## config.mk

```make
export PLATFORM = sky130hd
export DESIGN_NAME = hsv_conv_sched
export DESIGN_NICKNAME = d
export VERILOG_FILES = /design/src/rtl/hsv_conv_sched.sv
export SDC_FILE = /design/constraint.sdc
export NUM_CORES = 1
export LEC_CHECK = 0
export ABC_AREA = 1
export BUFFER_PORTS_ARGS = -buffer_cell sky130_fd_sc_hd__buf_2
export CELL_PAD_IN_SITES_DETAIL_PLACEMENT = 1
export CELL_PAD_IN_SITES_GLOBAL_PLACEMENT = 2
export CORE_ASPECT_RATIO = 1.1
export CORE_MARGIN = 1
export CORE_UTILIZATION = 29
export CTS_CLUSTER_DIAMETER = 30
export DETAILED_ROUTE_END_ITERATION = 10
export PLACE_DENSITY = 0.84
export RECOVER_POWER = 50
export SKIP_CTS_REPAIR_TIMING = 1
export SLEW_MARGIN = 20
export SYNTH_ARGS = -nofsm -noshare
export SYNTH_HDL_FRONTEND = slang
export SYNTH_SLANG_ARGS = --single-unit
```

## constraint.sdc

```tcl
create_clock -name clk -period 1.68 [get_ports clk]
set_input_delay 0.084 -clock clk [delete_from_list [all_inputs] [get_ports clk]]
set_output_delay 0.084 -clock clk [all_outputs]
set_load 0.02 [all_outputs]
```

## src/rtl/hsv_conv_sched.sv

```systemverilog
// Sequencer feeding camera RGB555 pixels into the shared rgb2hsv converter and tagging results.
// Optional macro HSV_SCHED_MATCH_COUNT_EN adds per-frame match counting (frame_match_cnt, frame_end).
module hsv_conv_sched #(
    parameter int         WIDTH    = 640,
    parameter int         HEIGHT   = 480,
    parameter int         CONV_LAT = 4,
    parameter logic [6:0] HUE_LO   = 7'd0,
    parameter logic [6:0] HUE_HI   = 7'd10,
    parameter logic [4:0] SAT_MIN  = 5'd8,
    parameter logic [4:0] VAL_MIN  = 5'd6
) (
    input  logic        clk,
    input  logic        res,
    input  logic        pix_valid,
    input  logic [15:0] pix_data,
    input  logic        pix_sof,
    input  logic        pix_eol,
    output logic        pix_ready,
    output logic        conv_res,
    output logic        conv_read,
    output logic [15:0] conv_data,
    input  logic [6:0]  conv_hue,
    input  logic [4:0]  conv_sat,
    input  logic [4:0]  conv_val,
    input  logic        conv_hue_invalid,
    input  logic        conv_done,
    output logic        out_valid,
    input  logic        out_ready,
    output logic [6:0]  out_hue,
    output logic [4:0]  out_sat,
    output logic [4:0]  out_val,
    output logic [9:0]  out_x,
    output logic [8:0]  out_y,
    output logic        out_match
`ifdef HSV_SCHED_MATCH_COUNT_EN
    ,
    output logic [18:0] frame_match_cnt,
    output logic        frame_end
`endif
);

    localparam logic [1:0] S_IDLE   = 2'd0;
    localparam logic [1:0] S_ISSUE  = 2'd1;
    localparam logic [1:0] S_WAIT   = 2'd2;
    localparam logic [1:0] S_OUTPUT = 2'd3;

    localparam logic [9:0] X_MAX    = 10'(WIDTH - 1);
    localparam logic [8:0] Y_MAX    = 9'(HEIGHT - 1);
    localparam logic [7:0] CNT_LAST = 8'(CONV_LAT - 1);
    localparam logic       HUE_WRAP = (HUE_LO > HUE_HI);

    logic [1:0]  state_q, state_d;
    logic [9:0]  x_q, x_d;
    logic [8:0]  y_q, y_d;
    logic [9:0]  cur_x_q, cur_x_d;
    logic [8:0]  cur_y_q, cur_y_d;
    logic [7:0]  cnt_q, cnt_d;
    logic [15:0] conv_data_q, conv_data_d;
    logic        conv_res_q, conv_res_d;
    logic [6:0]  hue_q, hue_d;
    logic [4:0]  sat_q, sat_d;
    logic [4:0]  val_q, val_d;
    logic [9:0]  ox_q, ox_d;
    logic [8:0]  oy_q, oy_d;
    logic        match_q, match_d;

    logic        accept;
    logic [9:0]  acc_x;
    logic [8:0]  acc_y;

    // Threshold tests via sign of a widened difference so zero bounds stay non-constant compares.
    logic [7:0]  hue_lo_diff, hue_hi_diff;
    logic [5:0]  sat_diff, val_diff;
    logic        hue_in_win, match_now;

    assign hue_lo_diff = {1'b0, conv_hue} - {1'b0, HUE_LO};
    assign hue_hi_diff = {1'b0, HUE_HI} - {1'b0, conv_hue};
    assign sat_diff    = {1'b0, conv_sat} - {1'b0, SAT_MIN};
    assign val_diff    = {1'b0, conv_val} - {1'b0, VAL_MIN};
    assign hue_in_win  = HUE_WRAP ? (!hue_lo_diff[7] || !hue_hi_diff[7])
                                  : (!hue_lo_diff[7] && !hue_hi_diff[7]);
    assign match_now   = !conv_hue_invalid && hue_in_win && !sat_diff[5] && !val_diff[5];

    assign pix_ready = (state_q == S_IDLE) && !conv_res_q;
    assign accept    = pix_valid && pix_ready;
    assign acc_x     = pix_sof ? 10'd0 : x_q;
    assign acc_y     = pix_sof ? 9'd0 : y_q;

    always_comb begin
        state_d     = state_q;
        x_d         = x_q;
        y_d         = y_q;
        cur_x_d     = cur_x_q;
        cur_y_d     = cur_y_q;
        cnt_d       = cnt_q;
        conv_data_d = conv_data_q;
        conv_res_d  = 1'b0;
        hue_d       = hue_q;
        sat_d       = sat_q;
        val_d       = val_q;
        ox_d        = ox_q;
        oy_d        = oy_q;
        match_d     = match_q;
        case (state_q)
            S_IDLE: begin
                if (accept) begin
                    conv_data_d = pix_data;
                    cur_x_d     = acc_x;
                    cur_y_d     = acc_y;
                    if (pix_eol || acc_x == X_MAX) begin
                        x_d = 10'd0;
                        y_d = (acc_y == Y_MAX) ? acc_y : acc_y + 9'd1;
                    end else begin
                        x_d = acc_x + 10'd1;
                        y_d = acc_y;
                    end
                    state_d = S_ISSUE;
                end
            end
            S_ISSUE: begin
                cnt_d   = 8'd0;
                state_d = S_WAIT;
            end
            S_WAIT: begin
                cnt_d = cnt_q + 8'd1;
                if (conv_done || cnt_q == CNT_LAST) begin
                    hue_d   = conv_hue;
                    sat_d   = conv_sat;
                    val_d   = conv_val;
                    ox_d    = cur_x_q;
                    oy_d    = cur_y_q;
                    match_d = match_now;
                    state_d = S_OUTPUT;
                end
            end
            S_OUTPUT: begin
                if (out_ready) begin
                    state_d = S_IDLE;
                end
            end
            default: state_d = S_IDLE;
        endcase
    end

    always_ff @(posedge clk or negedge res) begin
        if (!res) begin
            state_q     <= S_IDLE;
            x_q         <= 10'd0;
            y_q         <= 9'd0;
            cur_x_q     <= 10'd0;
            cur_y_q     <= 9'd0;
            cnt_q       <= 8'd0;
            conv_data_q <= 16'd0;
            conv_res_q  <= 1'b1;
            hue_q       <= 7'd0;
            sat_q       <= 5'd0;
            val_q       <= 5'd0;
            ox_q        <= 10'd0;
            oy_q        <= 9'd0;
            match_q     <= 1'b0;
        end else begin
            state_q     <= state_d;
            x_q         <= x_d;
            y_q         <= y_d;
            cur_x_q     <= cur_x_d;
            cur_y_q     <= cur_y_d;
            cnt_q       <= cnt_d;
            conv_data_q <= conv_data_d;
            conv_res_q  <= conv_res_d;
            hue_q       <= hue_d;
            sat_q       <= sat_d;
            val_q       <= val_d;
            ox_q        <= ox_d;
            oy_q        <= oy_d;
            match_q     <= match_d;
        end
    end

    assign conv_res  = conv_res_q;
    assign conv_read = (state_q == S_ISSUE);
    assign conv_data = conv_data_q;
    assign out_valid = (state_q == S_OUTPUT);
    assign out_hue   = hue_q;
    assign out_sat   = sat_q;
    assign out_val   = val_q;
    assign out_x     = ox_q;
    assign out_y     = oy_q;
    assign out_match = match_q;

`ifdef HSV_SCHED_MATCH_COUNT_EN
    logic [18:0] mcnt_q, mcnt_d;
    logic [18:0] fcnt_q, fcnt_d;
    logic        fend_q, fend_d;
    logic [18:0] mcnt_inc;
    logic        sof_accept;

    // A match handshake coinciding with the sof acceptance lands in the snapshot, not the new frame.
    assign sof_accept = accept && pix_sof;
    assign mcnt_inc   = mcnt_q + {18'd0, (out_valid && out_ready && match_q)};

    always_comb begin
        mcnt_d = mcnt_inc;
        fcnt_d = fcnt_q;
        fend_d = sof_accept;
        if (sof_accept) begin
            fcnt_d = mcnt_inc;
            mcnt_d = 19'd0;
        end
    end

    always_ff @(posedge clk or negedge res) begin
        if (!res) begin
            mcnt_q <= 19'd0;
            fcnt_q <= 19'd0;
            fend_q <= 1'b0;
        end else begin
            mcnt_q <= mcnt_d;
            fcnt_q <= fcnt_d;
            fend_q <= fend_d;
        end
    end

    assign frame_match_cnt = fcnt_q;
    assign frame_end       = fend_q;
`endif

endmodule

```

==> summary.md <==
| Metric | Value |
|---|---|
| Post-synthesis cell type count | `39` |
| Final nets | `795` |
| # diodes | `0` |
| Core Area | `15900 um2` |
| Routed via count | `4449` |
| Initial antenna violation count | `0` |
| Row cnt | `48` |
| CTS tree | `done` |
| Async set-reset flop share out of synthesis | `100%` |
| Critical Path Sink Type | `flip-flop` |
| Min Hold Slack | `-38.3 ps` |
| Number of synthesized register bits | `102` |
| Critical path, cell by cell | `inv_2 > nor2_4 > ha_4 > nand3_4 > nor2_4 > nand3_4 > nand2_8 > buf_4 > nand3_2 > nand3_2 > nand2_1` |
| Clk Latency, worst-skew pair | `350 ps` |
| Die Ht | `137 um` |
| Main flop type after synthesis | `dfrtp_1` |
| Worst setup margin | `25.7 ps` |
| CP arrival | `1900 ps` |
| Antenna-violating nets left | `0` |
| CP max stage delay | `370 ps` |
| WS Path Type | `flip-flop to flip-flop` |
| Fin crit period | `1650 ps` |
| Cell Pwr Density | `1430 nW/um2` |
| Cell count after synthesis | `582` |
| # H-tree levels | `3` |
| Status | `finished, violations left` |
| Yosys warning count | `0` |
| # DRC | `0` |
| Largest net degree at the start of global routing | `64` |
| Critical path's slowest cell | `dfrtp_1` |
| I/O Pins | `98` |
| HPWL Detailed | `9420 um` |
| Global placement routability congestion | `0.805` |
| Number of cells on the critical path | `11` |
| Total gr overflow | `0` |
| Initial Util | `30.0%` |
| Tot Pwr | `9.47 mW` |
| Startpoint Class | `flip-flop` |
| Register area share after synthesis | `53.5%` |
| Reg clk slew, reported paths | `70 ps` |
| Vias in the first global route | `4489` |
| Setup violators final | `0` |
| CTS max path bufs | `2` |
| Syn_nets | `631` |
| First-pass GRT wire length | `22400 um` |
| Final slew viol count | `0` |
| Final Util | `41.5%` |
| Max Freq | `0.604 GHz` |
| Hold path cells | `3` |
| WL final | `14100 um` |
| Clk sink count | `102` |
| Initial DRC Count | `203` |
| Required time of the critical path | `1920 ps` |
| Slew HR | `31.3%` |
| Crit-path max FO | `5` |
| Final Skew | `7.95 ps` |
| Die footprint | `17000 um2` |
| Period utilization | `98.5%` |
| Post-Syn Area | `4780 um2` |
| Max Cap Violations | `0` |
| Number of synthesized flops with an enable pin | `0` |
| RSZ-0062 raised after global routing | `true` |
| R2R depth | `11` |
| VDD IR-drop max | `0.000534 V` |
| GRT Total Usage | `16.5%` |
| CP Buf/Inv Count | `2` |
| Layout cells sized above 1 | `25.0%` |
| I/O Buffers | `97` |
| Leakage | `3.31 nW` |
| Worst path top cell family by delay | `simple AND/OR/NAND/NOR gates` |
| Total CTS buffers | `9` |
| Pre-CTS setup slack | `-85.3 ps` |
| Fin. Hold Viols | `1` |
| P&R area growth vs syn | `38.2%` |
| Hold crit path type | `input port to flip-flop` |
| Failing checks | `hold timing` |
| Root Driver | `clkbuf_16` |
| Syn avg cell area | `8.21 um2` |
| Vias/cell | `4.68` |
| Measured slew at the worst slew-check pin | `1030 ps` |
| Die width | `124 um` |
| Post-DR wirelength/cell | `14.8 um` |
| TritonRoute pass-1 iters | `4` |
-- metrics by stage --
step / area (um2) / setup TNS [ps] / hold WS (ps) / cells
6_report: 6600 / 0 / -38.3 / 951
5_1_grt: 6600 / -546 / 3.78 / 951
4_1_cts: 6030 / -1250 / -297 / 905
3_5_place_dp: 5680 / -688 / 83.8 / 889
3_3_place_gp: 5680 / 0 / 81.5 / 889
2_1_floorplan: 4780 / 0 / -212 / 582
-- worst paths after layout --
path                             start  slack, ps            to
setup / recovery                x_q[0]         30        y_q[4]
hold / removal             conv_hue[1]        -40    out_hue[1]
setup reg to reg                x_q[0]         30        y_q[4]
hold reg to reg             cur_x_q[4]        470      out_x[4]
max in group asynchronous          res        480  conv_data[0]
min in group asynchronous          res        510    state_q[1]
-- registers in the layout, indices dropped and copies added, names as in the netlist --
signal     cells
out_sat        5
out_val        5
out_x         10
out_hue        7
state_q        2
cur_x_q       10
x_q           10
y_q            9
conv_res       1
cur_y_q        9
conv_data     16
out_match      1
out_y          9
cnt_q          8
-- worst register-to-register path, stage by stage (launching register included) --
cell and delay, ps:
dfrtp_1 370, inv_2 60, nor2_4 150, ha_4 170
nand3_4 80, nor2_4 140, nand3_4 140, nand2_8 130
buf_4 120, nand3_2 60, nand3_2 80, nand2_1 60
-- layer usage --
layer | track usage (%) | up-vias | part of all wire (%)
li1 | - | 2168 | -
met1 | 20.9 | 2150 | 46
met2 | 27.5 | 111 | 49
met3 | 3.13 | 20 | 3.4
met4 | 7.50 | 0 | 1.9
met5 | 0 | - | 0
-- cell usage in the layout (no fill, tap or decap), drive strengths merged --
master         n
inv           55
xnor2          2
o22ai          5
buf          115
xor2           1
conb           1
o21bai         3
clkinv         4
dlygate4sd3   30
o211ai         1
o21ai         39
dfrtp        101
o21a           1
nor3b          2
ha             8
nand4         10
a22oi          1
a21oi          5
a211oi         1
bufinv         3
nor3           5
a31oi          1
nor2          36
or2            2
nand2        241
clkbuf        36
dfstp          1
nand3         41
-- cell usage after synthesis (3+ instances only) --
library cell / number / share of area [%]
inv_2: 4 / 0.31
nand3_1: 34 / 3.6
a21oi_1: 5 / 0.52
nand2_2: 3 / 0.39
ha_1: 8 / 2.1
dfrtp_1: 101 / 53
nand2_1: 236 / 19
o21ai_0: 36 / 3.8
nor2_1: 24 / 1.9
o21ai_1: 3 / 0.31
inv_1: 49 / 3.9
o21bai_1: 3 / 0.47
nor3_1: 5 / 0.52
nand3_2: 6 / 1.3
nand4_1: 10 / 1.3
nor2_2: 9 / 1.2
nor2_4: 3 / 0.71
o22ai_1: 5 / 0.65
buf_2: 13 / 1.4
clkbuf_1: 4 / 0.31
-- cells by family after synthesis --
logic type / Yosys count / synth area share, %
AND/OR/NAND/NOR: 336 / 30.5
AO/OA/AOI/OAI: 57 / 6.50
buffers and inverters: 75 / 6.78
XOR/XNOR: 3 / 0.550
other: 1 / 0.0785
adder cells (fa/ha/maj): 8 / 2.10
flip-flops: 102 / 53.5
-- power by group --
part	switching, mW	internal (mW)
Sequential	0.386	3.16
Clock	0.964	1.46
Combinational	2.25	1.25
-- cell type report --
type	count	area [um2]
Inverter	55	221
Multi-Input combinational cell	406	2070
Clock buffer	9	225
Clock inverter	7	121
Fill cell	1912	9310
Sequential cell	102	2550
Timing Repair Buffer	172	1160
Tap cell	200	250
Note: power is estimated with default switching activity, not from simulation.
